===== config.mk =====
export PLATFORM = sky130hd
export DESIGN_NAME = wave_freq_meter
export DESIGN_NICKNAME = d
export VERILOG_FILES = /design/src/rtl/wave_freq_meter.sv
export SDC_FILE = /design/constraint.sdc
export NUM_CORES = 1
export LEC_CHECK = 0
export ABC_AREA = 1
export BUFFER_PORTS_ARGS = -buffer_cell sky130_fd_sc_hd__buf_2
export CAP_MARGIN = 10
export CORE_UTILIZATION = 45
export DETAILED_ROUTE_END_ITERATION = 16
export SETUP_SLACK_MARGIN = 0.3
export SLEW_MARGIN = 20
export SYNTH_ARGS = -nofsm -noshare
export SYNTH_HDL_FRONTEND = slang
export SYNTH_SLANG_ARGS = --single-unit

===== constraint.sdc =====
create_clock -name clk -period 1.6 [get_ports clk]
set_input_delay 0.16 -clock clk [delete_from_list [all_inputs] [get_ports clk]]
set_output_delay 0.16 -clock clk [all_outputs]
set_load 0.1 [all_outputs]

===== src/rtl/wave_freq_meter.sv =====
`default_nettype none
`timescale 1ns/1ps
// ============================================================================
// Module      : wave_freq_meter
// Description : Counts DDS address wraps over a gate window, converts the
//               count to BCD and drives a 4-digit multiplexed 7-seg display.
// Revision    : 1.0 - initial release
// ============================================================================
module wave_freq_meter #(
    parameter int ADDR_W     = 8,
    parameter int GATE_TICKS = 10000,
    parameter int SCAN_DIV   = 25,
    parameter int MAX_CNT    = 9999
) (
    input  logic              clk,
    input  logic              rst,
    input  logic              tick_en,
    input  logic [ADDR_W-1:0] address,
    output logic [15:0]       bcd,
    output logic              bcd_valid,
    output logic              ovf,
    output logic [3:0]        dis_duan_1,
    output logic [6:0]        dis_wei_1
);

    localparam int GW = (GATE_TICKS > 1) ? $clog2(GATE_TICKS) : 1;
    localparam int SW = (SCAN_DIV > 1) ? $clog2(SCAN_DIV) : 1;
    localparam logic [GW-1:0] C_GATE_LAST = GW'(GATE_TICKS - 1);
    localparam logic [SW-1:0] C_SCAN_LAST = SW'(SCAN_DIV - 1);
    localparam logic [13:0]   C_MAX       = 14'(MAX_CNT);

    localparam logic [1:0] S_IDLE  = 2'd0;
    localparam logic [1:0] S_SHIFT = 2'd1;
    localparam logic [1:0] S_DONE  = 2'd2;

    logic            r_prev_msb;
    logic [13:0]     r_wrap_cnt;
    logic            r_sat;
    logic [GW-1:0]   r_gate_cnt;
    logic            r_hold_ovf;
    logic [1:0]      r_state;
    logic [1:0]      w_state_nxt;
    logic [3:0]      r_iter;
    logic [29:0]     r_sr;
    logic [29:0]     w_sr_adj;
    logic [15:0]     r_bcd;
    logic            r_bcd_valid;
    logic            r_ovf;
    logic [SW-1:0]   r_scan_cnt;
    logic [1:0]      r_dig_idx;
    logic [3:0]      r_duan;
    logic [6:0]      r_wei;

    logic            w_wrap;
    logic            w_at_max;
    logic [13:0]     w_cnt_next;
    logic            w_sat_next;
    logic            w_start;
    logic            w_load;
    logic            w_shift;
    logic            w_done;
    logic [3:0]      w_nib;
    logic            w_blank;
    logic [6:0]      w_seg;
    logic            w_unused;

    // Only the MSB of the address matters for wrap detection.
    assign w_unused = ^address[ADDR_W-2:0];

    assign w_wrap     = tick_en & r_prev_msb & ~address[ADDR_W-1];
    assign w_at_max   = (r_wrap_cnt >= C_MAX);
    assign w_cnt_next = (w_wrap && !w_at_max) ? r_wrap_cnt + 14'd1 : r_wrap_cnt;
    assign w_sat_next = r_sat | (w_wrap & w_at_max);
    assign w_start    = tick_en && (r_gate_cnt == C_GATE_LAST);

    always_ff @(posedge clk) begin
        if (rst) begin
            r_prev_msb <= 1'b0;
            r_wrap_cnt <= '0;
            r_sat      <= 1'b0;
            r_gate_cnt <= '0;
            r_hold_ovf <= 1'b0;
        end else if (tick_en) begin
            r_prev_msb <= address[ADDR_W-1];
            if (w_start) begin
                r_gate_cnt <= '0;
                r_wrap_cnt <= '0;
                r_sat      <= 1'b0;
                r_hold_ovf <= w_sat_next;
            end else begin
                r_gate_cnt <= r_gate_cnt + GW'(1);
                r_wrap_cnt <= w_cnt_next;
                r_sat      <= w_sat_next;
            end
        end
    end

    // Converter FSM: state register
    always_ff @(posedge clk) begin
        if (rst) begin
            r_state <= S_IDLE;
        end else begin
            r_state <= w_state_nxt;
        end
    end

    // Converter FSM: next state; a new start always restarts the conversion
    always_comb begin
        w_state_nxt = r_state;
        case (r_state)
            S_IDLE:  if (w_start) w_state_nxt = S_SHIFT;
            S_SHIFT: begin
                if (w_start)
                    w_state_nxt = S_SHIFT;
                else if (r_iter == 4'd13)
                    w_state_nxt = S_DONE;
            end
            S_DONE:  w_state_nxt = w_start ? S_SHIFT : S_IDLE;
            default: w_state_nxt = S_IDLE;
        endcase
    end

    // Converter FSM: outputs
    always_comb begin
        w_load  = w_start;
        w_shift = (r_state == S_SHIFT) && !w_start;
        w_done  = (r_state == S_DONE) && !w_start;
    end

    always_comb begin
        w_sr_adj = r_sr;
        for (int k = 0; k < 4; k++) begin
            if (r_sr[14+4*k +: 4] >= 4'd5)
                w_sr_adj[14+4*k +: 4] = r_sr[14+4*k +: 4] + 4'd3;
        end
    end

    // The hold value is loaded straight from the closing-gate count.
    always_ff @(posedge clk) begin
        if (rst) begin
            r_sr        <= '0;
            r_iter      <= '0;
            r_bcd       <= '0;
            r_ovf       <= 1'b0;
            r_bcd_valid <= 1'b0;
        end else begin
            r_bcd_valid <= w_done;
            if (w_load) begin
                r_sr   <= {16'b0, w_cnt_next};
                r_iter <= '0;
            end else if (w_shift) begin
                r_sr   <= {w_sr_adj[28:0], 1'b0};
                r_iter <= r_iter + 4'd1;
            end
            if (w_done) begin
                r_bcd <= r_sr[29:14];
                r_ovf <= r_hold_ovf;
            end
        end
    end

    always_ff @(posedge clk) begin
        if (rst) begin
            r_scan_cnt <= '0;
            r_dig_idx  <= '0;
        end else if (tick_en) begin
            if (r_scan_cnt == C_SCAN_LAST) begin
                r_scan_cnt <= '0;
                r_dig_idx  <= r_dig_idx + 2'd1;
            end else begin
                r_scan_cnt <= r_scan_cnt + SW'(1);
            end
        end
    end

    assign w_nib = r_bcd[{r_dig_idx, 2'b00} +: 4];

    // Leading-zero blanking; the ones digit is never blanked.
    always_comb begin
        case (r_dig_idx)
            2'd3:    w_blank = (r_bcd[15:12] == 4'd0);
            2'd2:    w_blank = (r_bcd[15:8] == 8'd0);
            2'd1:    w_blank = (r_bcd[15:4] == 12'd0);
            default: w_blank = 1'b0;
        endcase
    end

    always_comb begin
        case (w_nib)
            4'd0:    w_seg = 7'h3F;
            4'd1:    w_seg = 7'h06;
            4'd2:    w_seg = 7'h5B;
            4'd3:    w_seg = 7'h4F;
            4'd4:    w_seg = 7'h66;
            4'd5:    w_seg = 7'h6D;
            4'd6:    w_seg = 7'h7D;
            4'd7:    w_seg = 7'h07;
            4'd8:    w_seg = 7'h7F;
            4'd9:    w_seg = 7'h6F;
            default: w_seg = 7'h00;
        endcase
    end

    always_ff @(posedge clk) begin
        if (rst) begin
            r_duan <= 4'b0001;
            r_wei  <= 7'h3F;
        end else begin
            r_duan <= 4'b0001 << r_dig_idx;
            r_wei  <= w_blank ? 7'h00 : w_seg;
        end
    end

    assign bcd        = r_bcd;
    assign bcd_valid  = r_bcd_valid;
    assign ovf        = r_ovf;
    assign dis_duan_1 = r_duan;
    assign dis_wei_1  = r_wei;

endmodule
`default_nettype wire

==> qor.yml, run 1 <==
status: "finished clean"
grt_pass1_vias: 4826
worst-path-buf-inv: 1
synth_xor_area_share_pct: 2.49
max_freq_mhz: 630
tightest_slew_ns: 0.487
clock_path_buffers: 2
netlist.area_leader.share_pct: 39.1
synth_nets: 775
remaining_drc_errors: 0
final_nets: 864
cts.htree.levels: 3
cap_violations: 0
synth_ff_type: "dfxtp_1"
core-area_um2: 11400
critPathMaxFanout: 11
final.period_utilization_pct: 99.2
hold_viol_final: 0
routed_wl_um: 14200
crit_top_cell: "nand3_4"
synth_largest_area_cell: "dfxtp_1"
yosysUniqueCellTypes: 36
cp-end-kind: "flop"
whs_ns: 0.0545
antenna_found_initial: 0
portBuffers: 32
die_area_um2: 12200
finalSetupViolCount: 0
seq_power_share_pct: 49.6
total_power_mw: 5.16
arrival_ns: 1.87
die_w_um: 110
p_leak_nw: 3.02
required_ns: 1.89
grt_max_degree: 36
rsz0062_at_grt: "true"
dr_total_vias: 5139
synth_compound_area_share_pct: 14.1
grt_pass1_wl_um: 22000
grt_overflow: 0
swShare_pct: 21.9
ys_ff_latch: 103
yosys-top-cells-area: "dfxtp_1 (39%), nand2_1 (13%), nand3_1 (6.1%)"
cts-hold-fix-buffers: 0
max-slew-margin-rel_pct: 67.8
syn_to_final_growth_pct: 41.4
period_minus_slack_ns: 1.59
p_comb_share_pct: 4.4
clkSinkCount: 103
maxSlewViolCount: 0
async_flop_share_pct: 0
gr-usage-met2_pct: 41.5
synth_area_per_cell_um2: 7.13
drt_iter0_drc: 326
dp_hpwl_um: 9050
mostFrequentLayoutCells: "nand2_1 (157), dfxtp_1 (73), inv_1 (71), buf_4 (62), nor2_1 (54)"
post_drt_via_cell_ratio: 5.26
power.density_nw_per_um2: 691
synth_top_family_by_area: "simple AND/OR/NAND/NOR gates"
power_frac_clock_pct: 46.0
final_common_cell: "nand2_1"
power_switching_mw: 1.13
fp-row-count: 39
die_y_um: 110
globalRouteMet3Util_pct: 5.17
drive_gt1_share_pct: 37.9
synth_area_um2: 5280
path_clk_slew_ns: 0.07
met1_usage_pct: 27.0
crit_type: "reg -> reg"
finalInstanceArea_um2: 7460
cts_buffers: 9
route.antenna.remaining_nets: 0
setup_ws_ns: 0.0133
placed_area_um2: 6100
synth_edf_count: 0
worstPathCellList: "ha_4 -> nand3_4 -> nor3_4 -> nand3_4 -> nand2_8 -> buf_8 -> o21ai_1 -> a21oi_1"
syn_inst: 740
track_usage_pct: 23.2
tritoncts: "yes"
synthMuxAreaShare_pct: 0
dpl_worst_slack_ns: -0.0322
synthAdderAreaFrac_pct: 5.69
start_util_pct: 46.2
route.detailed.wl_per_inst_um: 14.5
fin_skew_ns: 0.00623
worstSkewPairLatency_ns: 0.35
diodes: 0
cts-root-buf: "clkbuf_16"
gp_congestion: 0.879
ys_warn_count: 0
hold_path.class: "in -> reg"
io_pins: 40
setup.worst_path.start_class: "flop"
ys_seq_area_share_pct: 39.1
intPower_mw: 4.03
synthSimpleGateAreaFrac_pct: 29.1
vdd_drop_max_mv: 0.811
max_stage_delay_ns: 0.35
busiest_layer: "met2"
critPathSlowestCell: "dfxtp_2"
first_pass_iters: 5
crit_family: "simple AND/OR/NAND/NOR gates"
-- path summary, 6_finish.rpt --
path	end	slack, ns	from	cells after the start
min	r_prev_msb$_SDFFE_PP0P_	0.05	address[7]	3
max reg2reg	r_sr[26]$_SDFFE_PP0P_	0.01	r_gate_cnt[0]$_SDFFE_PP0P_	8
max	r_sr[26]$_SDFFE_PP0P_	0.01	r_gate_cnt[0]$_SDFFE_PP0P_	8
min reg2reg	r_state[0]$_SDFFE_PP0P_	0.48	r_state[1]$_SDFFE_PP0P_	1
-- worst reg2reg max path, stage by stage, from the launching register on --
cell	delay (ns)
dfxtp_2	0.35
ha_4	0.15
nand3_4	0.08
nor3_4	0.18
nand3_4	0.20
nand2_8	0.19
buf_8	0.16
o21ai_1	0.10
a21oi_1	0.12
-- kinds of logic (layout without fill, tap and decap cells) --
kind of cell               after synthesis  count (layout)
AOI/OAI and AO/OA                      134             134
xor gates and xnor gates                15              15
adders and majority gates               24              24
buffers and inverters                  113             204
DFF                                    103             103
and+or+nand+nor                        351             354
-- synth_stat cells, types with 2 or more instances --
master and instances:
a21oi_1 58, a31oi_1 2, buf_2 9, buf_6 6, buf_8 2, clkbuf_1 12, dfxtp_1 103, ha_1 24
inv_1 80, inv_2 4, nand2_1 182, nand3_1 64, nand3_2 2, nand4_1 12, nor2_1 61, nor3_1 19
nor4_1 2, o211ai_1 3, o21ai_0 50, o21ai_1 6, o21ai_2 8, o31ai_1 3, or2_2 2, xnor2_1 5
xor2_1 10
-- through the flow --
| step | util [%] | setup TNS, ns | instances |
|---|---|---|---|
| floorplan | - | 0 | 740 |
| global placement | 53.4 | -0.00381 | 934 |
| detailed placement | 53.4 | -0.0766 | 934 |
| CTS | 61.0 | 0 | 971 |
| global route | 65.4 | -2.11 | 977 |
| finish | 65.4 | 0 | 977 |
-- power groups by stage --
| stage | combinational [mW] | sequential, mW | clock, mW |
|---|---|---|---|
| 2_1_floorplan | 0.110 | 2.62 | 0 |
| 3_3_place_gp | 0.148 | 2.62 | 0 |
| 3_5_place_dp | 0.152 | 2.62 | 0 |
| 4_1_cts | 0.195 | 2.56 | 2.43 |
| 5_1_grt | 0.246 | 2.56 | 2.53 |
| 6_report | 0.226 | 2.56 | 2.37 |
-- flip-flops by register name, summed over array words and instances, names as in the netlist --
register,count
r_wrap_cnt,14
r_iter,4
r_state,2
bcd_valid,1
r_sat,1
dis_wei_1,7
r_gate_cnt,14
r_prev_msb,1
r_sr,30
ovf,1
dis_duan_1,4
r_hold_ovf,1
bcd,16
r_dig_idx,2
r_scan_cnt,5
-- final cells by class --
| cell class | count | area, um2 |
|---|---|---|
| inverter | 84 | 350 |
| timing repair inverter | 3 | 48.8 |
| tap | 143 | 179 |
| clock inverter | 4 | 47.5 |
| timing repair buffer | 101 | 885 |
| fill | 993 | 3960 |
| sequential | 103 | 2150 |
| multi-input combinational | 527 | 3530 |
| clock buffer | 12 | 278 |
-- repair_timing --
item                                    in CTS  in global routing
buffers inserted                            17                  3
endpoints found under the setup margin     106                102
cloned                                       4                  3
pin swaps                                   25                 19
gates resized for setup                     90                116
-- per-layer routing --
metal | wire length (um) | up-vias
li1 | - | 2602
met1 | 6170 | 2417
met2 | 7320 | 103
met3 | 534 | 17
met4 | 189 | 0
met5 | 0 | -
Power figures use the tool's default switching activity.
==> run 2: changes to the inputs <==
==> constraint.sdc (replaced) <==
create_clock -name clk -period 1.6 [get_ports clk]
set_input_delay 0 -clock clk [delete_from_list [all_inputs] [get_ports clk]]
set_output_delay 0 -clock clk [all_outputs]
set_load 0.1 [all_outputs]
==> run 2 against run 1 <==
Compared with the run above:
- the flow now finishes with violations (negative setup slack)
- sequential cell count unchanged
- cell count increased by 1.9%
- utilization is 1.1 points higher
- combinational power decreased by 2%
- wire length increased by 2.1%
- sequential share of layout area decreased by 0.28 points
- largest cell class unchanged
- highest routed layer unchanged
==> qor.yml, run 2 (synthesis gave the netlist of run 1 again) <==
routed_wl_um: 14500  # was 14200 um
cts_buffers: 9  # unchanged
clkSinkCount: 103  # unchanged
final_common_cell: "nand2_1"  # unchanged
finalSetupViolCount: 1  # was 0
r2r_slack_ns: -0.02  # was 0.01 ns
fin_util_pct: 66.5  # was 65.4%
setup.worst_path.start_class: "flop"  # unchanged
finalInstanceArea_um2: 7590  # was 7460 um2
status: "complete, but fails checks"  # was finished clean
intPower_mw: 3.83  # was 4.03 mW
crit_type: "reg -> reg"  # unchanged
tightest_slew_ns: 0.492  # was 0.487 ns
fillers: 932  # was 993
cap_violations: 0  # unchanged
fp-row-count: 39  # unchanged
tritoncts: "yes"  # unchanged
cp-end-kind: "flop"  # unchanged
setup_tns_ns: -0.0248  # was 0 ns
cp-endpoint: "dis_wei_1[1]$_SDFF_PP1_"  # was r_sr[26]$_SDFFE_PP0P_
violations: "negative setup slack"
arrival_ns: 1.85  # was 1.87 ns
final.period_utilization_pct: 102  # was 99.2%
p_leak_nw: 3.04  # was 3.02 nW
syn_to_final_growth_pct: 43.9  # was 41.4%
start_util_pct: 46.2  # unchanged
power_frac_clock_pct: 43.6  # was 46.0%
post_drt_via_cell_ratio: 5.20  # was 5.26
total_power_mw: 4.92  # was 5.16 mW
rr_worst_depth: 11  # was 8
power.density_nw_per_um2: 648  # was 691 nW/um2
rsz0062_at_grt: "true"  # unchanged
grt_max_degree: 36  # unchanged
cts.htree.levels: 3  # unchanged
mostFrequentLayoutCells: "nand2_1 (151), dfxtp_1 (68), inv_1 (65), buf_4 (64), nor2_1 (52)"  # was nand2_1 (157), dfxtp_1 (73), inv_1 (71), buf_4 (62), nor2_1 (54)
gp_congestion: 0.872  # was 0.879
diodes: 0  # unchanged
grt_overflow: 0  # unchanged
io_pins: 40  # unchanged
dp_hpwl_um: 9240  # was 9050 um
p_comb_share_pct: 4.5  # was 4.4%
route.detailed.wl_per_inst_um: 14.6  # was 14.5 um
placed_area_um2: 6180  # was 6100 um2
vdd_drop_max_mv: 0.595  # was 0.811 mV
route.antenna.remaining_nets: 0  # unchanged
rr_endpoint: "dis_wei_1[1]$_SDFF_PP1_"  # was r_sr[26]$_SDFFE_PP0P_
remaining_drc_errors: 0  # unchanged
maxSlewViolCount: 0  # unchanged
worstSkewPairLatency_ns: 0.35  # about the same
clock_path_buffers: 2  # unchanged
setup_ws_ns: -0.0248  # was 0.0133 ns
track_usage_pct: 23.2  # about the same
portBuffers: 32  # unchanged
cp-startpoint: "r_dig_idx[0]$_SDFFE_PP0P_"  # was r_gate_cnt[0]$_SDFFE_PP0P_
worstHoldStart: "tick_en"  # was address[7]
drt_iter0_drc: 229  # was 326
required_ns: 1.83  # was 1.89 ns
grt_pass1_wl_um: 21900  # was 22000 um
whs_ns: 0.0444  # was 0.0545 ns
critPathMaxFanout: 7  # was 11
path_clk_slew_ns: 0.06  # was 0.07 ns
period_minus_slack_ns: 1.62  # was 1.59 ns
dr_total_vias: 5179  # was 5139
die_w_um: 110  # unchanged
max-slew-margin-rel_pct: 67.2  # was 67.8%
core-area_um2: 11400  # unchanged
hold_path.class: "in -> reg"  # unchanged
grt_pass1_vias: 4727  # was 4826
antenna_found_initial: 0  # unchanged
die_y_um: 110  # unchanged
swShare_pct: 22.1  # was 21.9%
drive_gt1_share_pct: 40.1  # was 37.9%
largest_register_ffs: 30  # unchanged
first_pass_iters: 4  # was 5
seq_power_share_pct: 51.9  # was 49.6%
timing.rr.start: "r_dig_idx[0]$_SDFFE_PP0P_"  # was r_gate_cnt[0]$_SDFFE_PP0P_
die_area_um2: 12200  # unchanged
final_nets: 883  # was 864
cts-root-buf: "clkbuf_16"  # unchanged
fin_skew_ns: 0.00892  # was 0.00623 ns
max_freq_mhz: 615  # was 630 MHz
regMostFlops: "r_sr"  # unchanged
hold_viol_final: 0  # unchanged
power_switching_mw: 1.09  # was 1.13 mW
-- run 2: cell count changes in the layout (fill, tap and decap cells not counted), moves of 4 or more --
| cell | change |
|---|---|
| buf_12 | -5 |
| buf_2 | +16 |
| buf_6 | +7 |
| clkbuf_4 | -6 |
| dfxtp_1 | -5 |
| dfxtp_4 | +4 |
| inv_1 | -6 |
| inv_2 | +5 |
| nand2_1 | -6 |
| nand2_4 | +5 |
| o21ai_2 | -10 |
| o21ai_4 | +9 |
-- run 2: timing repair --
item	in CTS	in global routing
resized for setup	64	158
setup buffers	12	13
endpoints found under the setup margin	93	96
endpoints found under the hold margin	2	0
gates cloned	4	4
hold buffers	2	0
pin swaps	13	40
-- run 2: power by group through the flow --
stage	clock, mW	combinational (mW)	sequential, mW
2_1_floorplan	0	0.110	2.62
3_3_place_gp	0	0.146	2.62
3_5_place_dp	0	0.152	2.62
4_1_cts	2.20	0.177	2.56
5_1_grt	2.31	0.242	2.55
6_report	2.14	0.222	2.55
-- run 2: per-stage QoR --
step                      setup WS, ns  instances
final                          -0.0248        996
after global routing            -0.106        996
after CTS                       0.0561        979
after detailed placement        0.0172        945
after global placement          0.0470        945
after floorplan                 0.0699        740
-- run 2: cell type report --
| cell class | instances | area, um2 | area share (%) |
|---|---|---|---|
| Timing Repair inverter | 2 | 22.5 | 0.297 |
| Sequential cell | 103 | 2160 | 28.5 |
| Clock buffer | 12 | 236 | 3.11 |
| Inverter | 84 | 345 | 4.55 |
| Timing Repair Buffer | 121 | 1000 | 13.2 |
| Clock inverter | 4 | 46.3 | 0.610 |
| Multi-Input combinational cell | 527 | 3600 | 47.4 |
| Tap cell | 143 | 179 | 2.36 |
-- run 2: critical path, cell delays in order, from the launching register on --
cell      delay, ns
dfxtp_4        0.37
buf_6          0.14
inv_4          0.05
buf_6          0.10
ha_4           0.12
inv_2          0.03
nand2_1        0.05
inv_1          0.04
o21bai_1       0.19
nand3_2        0.21
nand3_1        0.16
nand2_1        0.06
-- run 2: metal layers --
metal / wire (um) / vias up / global-route usage (%)
li1: - / 2634 / -
met1: 6420 / 2392 / 28.8
met2: 7170 / 122 / 39.3
met3: 543 / 31 / 3.76
met4: 374 / 0 / 10.4
met5: 0 / - / 0
-- run 2: how the worst min path moves through the flow --
stage	to	depth (start not counted)	slack [ns]
after floorplan	r_prev_msb$_SDFFE_PP0P_	2	0.13
after global placement	r_prev_msb$_SDFFE_PP0P_	3	0.25
after detailed placement	r_prev_msb$_SDFFE_PP0P_	3	0.25
after CTS	r_prev_msb$_SDFFE_PP0P_	3	0.03
after global routing	r_prev_msb$_SDFFE_PP0P_	3	0.08
final	r_prev_msb$_SDFFE_PP0P_	3	0.04
==> run 3: changes to the inputs <==
Settings changed: GPL_TIMING_DRIVEN from default to 0, MAX_ROUTING_LAYER from default to met4.
==> run 3 against run 2 <==
Compared with the run above:
- the run still ends with negative setup slack left
- hold slack improved by 0.070 ns
- die area unchanged
- count of clock-buffer cells in the layout decreased by 2
- sequential share of layout area increased by 0.92 points
- global-route usage increased by 2.2 points
- power increased by 3.2%
- critical path depth decreased by 1
- utilization decreased by 2.3 points
- first-iteration DRC count increased by 31%
- largest power group unchanged
- highest routed layer unchanged
==> qor.yml, run 3 (synthesis gave the netlist of run 1 again) <==
clkSinkCount: 103  # unchanged
tightest_slew_ns: 0.725  # was 0.492 ns
first_pass_iters: 4  # unchanged
cp-endpoint: "r_sr[13]$_SDFFE_PP0P_"  # was dis_wei_1[1]$_SDFF_PP1_
multiInputGateArea_um2: 3440  # was 3600 um2
hold_viol_final: 0  # unchanged
crit_type: "reg -> reg"  # unchanged
die_y_um: 110  # unchanged
post_drt_via_cell_ratio: 5.29  # was 5.20
rr_endpoint: "r_sr[13]$_SDFFE_PP0P_"  # was dis_wei_1[1]$_SDFF_PP1_
dr_total_vias: 5138  # was 5179
grt_pass1_wl_um: 22800  # was 21900 um
violations: "negative setup slack"  # unchanged
antenna_found_initial: 0  # unchanged
vdd_drop_max_mv: 0.923  # was 0.595 mV
regMostFlops: "r_sr"  # unchanged
remaining_drc_errors: 0  # unchanged
cts-root-buf: "clkbuf_16"  # unchanged
setup.worst_path.start_class: "flop"  # unchanged
final_nets: 859  # was 883
worstSkewPairLatency_ns: 0.36  # was 0.35 ns
die_w_um: 110  # unchanged
gp_congestion: 0.863  # was 0.872
critPathMaxFanout: 7  # unchanged
grt_pass1_vias: 4758  # was 4727
cp-end-kind: "flop"  # unchanged
arrival_ns: 1.86  # was 1.85 ns
final.period_utilization_pct: 103  # was 102%
fillers: 982  # was 932
grt_max_degree: 17  # was 36
r2r_slack_ns: -0.04  # was -0.02 ns
path_clk_slew_ns: 0.07  # was 0.06 ns
mostFrequentLayoutCells: "nand2_1 (137), dfxtp_1 (70), inv_1 (68), nor2_1 (51), a21oi_1 (39)"  # was nand2_1 (151), dfxtp_1 (68), inv_1 (65), buf_4 (64), nor2_1 (52)
syn_to_final_growth_pct: 38.9  # was 43.9%
setup_tns_ns: -0.331  # was -0.0248 ns
core-area_um2: 11400  # unchanged
portBuffers: 30  # was 32
timing.rr.start: "r_gate_cnt[1]$_SDFFE_PP0P_"  # was r_dig_idx[0]$_SDFFE_PP0P_
dp.cells: 913  # was 945
cp-startpoint: "r_gate_cnt[1]$_SDFFE_PP0P_"  # was r_dig_idx[0]$_SDFFE_PP0P_
largest_register_ffs: 30  # unchanged
rr_worst_depth: 10  # was 11
fin_skew_ns: 0.00824  # was 0.00892 ns
fp-row-count: 39  # unchanged
p_leak_nw: 2.94  # was 3.04 nW
final_common_cell: "nand2_1"  # unchanged
route.detailed.wl_per_inst_um: 15.0  # was 14.6 um
diodes: 0  # unchanged
max_freq_mhz: 608  # was 615 MHz
setup_ws_ns: -0.0435  # was -0.0248 ns
cap_violations: 0  # unchanged
drt_iter0_drc: 300  # was 229
cts_buffers: 9  # unchanged
final_cells: 972  # was 996
required_ns: 1.82  # was 1.83 ns
max-slew-margin-rel_pct: 51.7  # was 67.2%
start_util_pct: 46.2  # unchanged
finalSetupViolCount: 18  # was 1
status: "complete, but fails checks"  # unchanged
power.density_nw_per_um2: 693  # was 648 nW/um2
io_pins: 40  # unchanged
period_minus_slack_ns: 1.64  # was 1.62 ns
tritoncts: "yes"  # unchanged
rsz0062_at_grt: "true"  # unchanged
routed_wl_um: 14500  # about the same
route.antenna.remaining_nets: 0  # unchanged
clock_path_buffers: 2  # unchanged
grt_overflow: 0  # unchanged
die_area_um2: 12200  # unchanged
track_usage_pct: 25.4  # was 23.2%
drive_gt1_share_pct: 38.0  # was 40.1%
hold_path.class: "in -> reg"  # unchanged
dp_hpwl_um: 9780  # was 9240 um
final-seq-area_um2: 2160  # about the same
maxSlewViolCount: 0  # unchanged
cts.htree.levels: 3  # unchanged
-- run 3: worst min path at each step --
| stage | startpoint | endpoint | slack (ns) | depth (start not counted) |
|---|---|---|---|---|
| 2_1_floorplan | address[7] | r_prev_msb$_SDFFE_PP0P_ | 0.13 | 2 |
| 3_3_place_gp | address[7] | r_prev_msb$_SDFFE_PP0P_ | 0.26 | 3 |
| 3_5_place_dp | address[7] | r_prev_msb$_SDFFE_PP0P_ | 0.27 | 3 |
| 4_1_cts | address[7] | r_wrap_cnt[0]$_SDFFE_PP0P_ | 0.11 | 5 |
| 5_1_grt | address[7] | r_wrap_cnt[0]$_SDFFE_PP0P_ | 0.16 | 5 |
| 6_report | address[7] | r_wrap_cnt[0]$_SDFFE_PP0P_ | 0.11 | 5 |
-- run 3: critical path, cell delays in order (launching register included) --
cell     delay, ns
dfxtp_4       0.36
ha_4          0.15
nand3_4       0.09
nor3_4        0.22
nand3_4       0.14
buf_8         0.17
buf_8         0.14
nand3_2       0.05
nand2_1       0.06
inv_1         0.07
a21oi_2       0.04
-- run 3: routing by layer --
metal | vias up | wire [um] | GRT usage (%)
met2 | 92 | 7330 | 43.8
met1 | 2434 | 6470 | 29.6
met5 | - | 0 | -
met3 | 21 | 509 | 4.53
li1 | 2591 | - | -
met4 | 0 | 236 | 8.74
-- run 3: cell type report --
type	instances	area share (%)
multi-input combinational	524	46.9
sequential	103	29.4
timing repair buffer	73	8.61
inverter	84	4.51
buffer	29	3.93
clock buffer	10	3.41
tap	143	2.44
clock inverter	6	0.785
-- run 3: power breakdown --
part / total [mW] / switching (mW) / internal [mW] / leakage [nW]
logic: 0.200 / 0.127 / 0.0738 / 1.94
registers: 2.56 / 0.0127 / 2.54 / 0.853
clock network: 2.32 / 1.02 / 1.30 / 0.153
total: 5.08 / 1.16 / 3.91 / 2.94
-- run 3: metrics by stage --
stage	hold WS, ns	utilization (%)	worst slack [ns]	power (mW)	area [um2]
4_1_cts	0.106	61.4	-0.0941	5.09	7010
5_1_grt	0.157	64.2	-0.144	5.23	7330
3_5_place_dp	0.266	51.9	-0.113	2.78	5930
6_report	0.115	64.2	-0.0435	5.08	7330
2_1_floorplan	0.135	-	0.0699	2.73	5600
3_3_place_gp	0.258	51.9	-0.0999	2.78	5930
-- run 3: timing repair --
| action | 4_1_cts | 5_1_grt |
|---|---|---|
| buffers inserted | 30 | 6 |
| gates resized for setup | 117 | 69 |
| cloned | 5 | 1 |
| hold buffers | 1 | 0 |
| pin swaps | 31 | 26 |
| setup endpoints to repair | 91 | 96 |
| endpoints found under the hold margin | 1 | 0 |
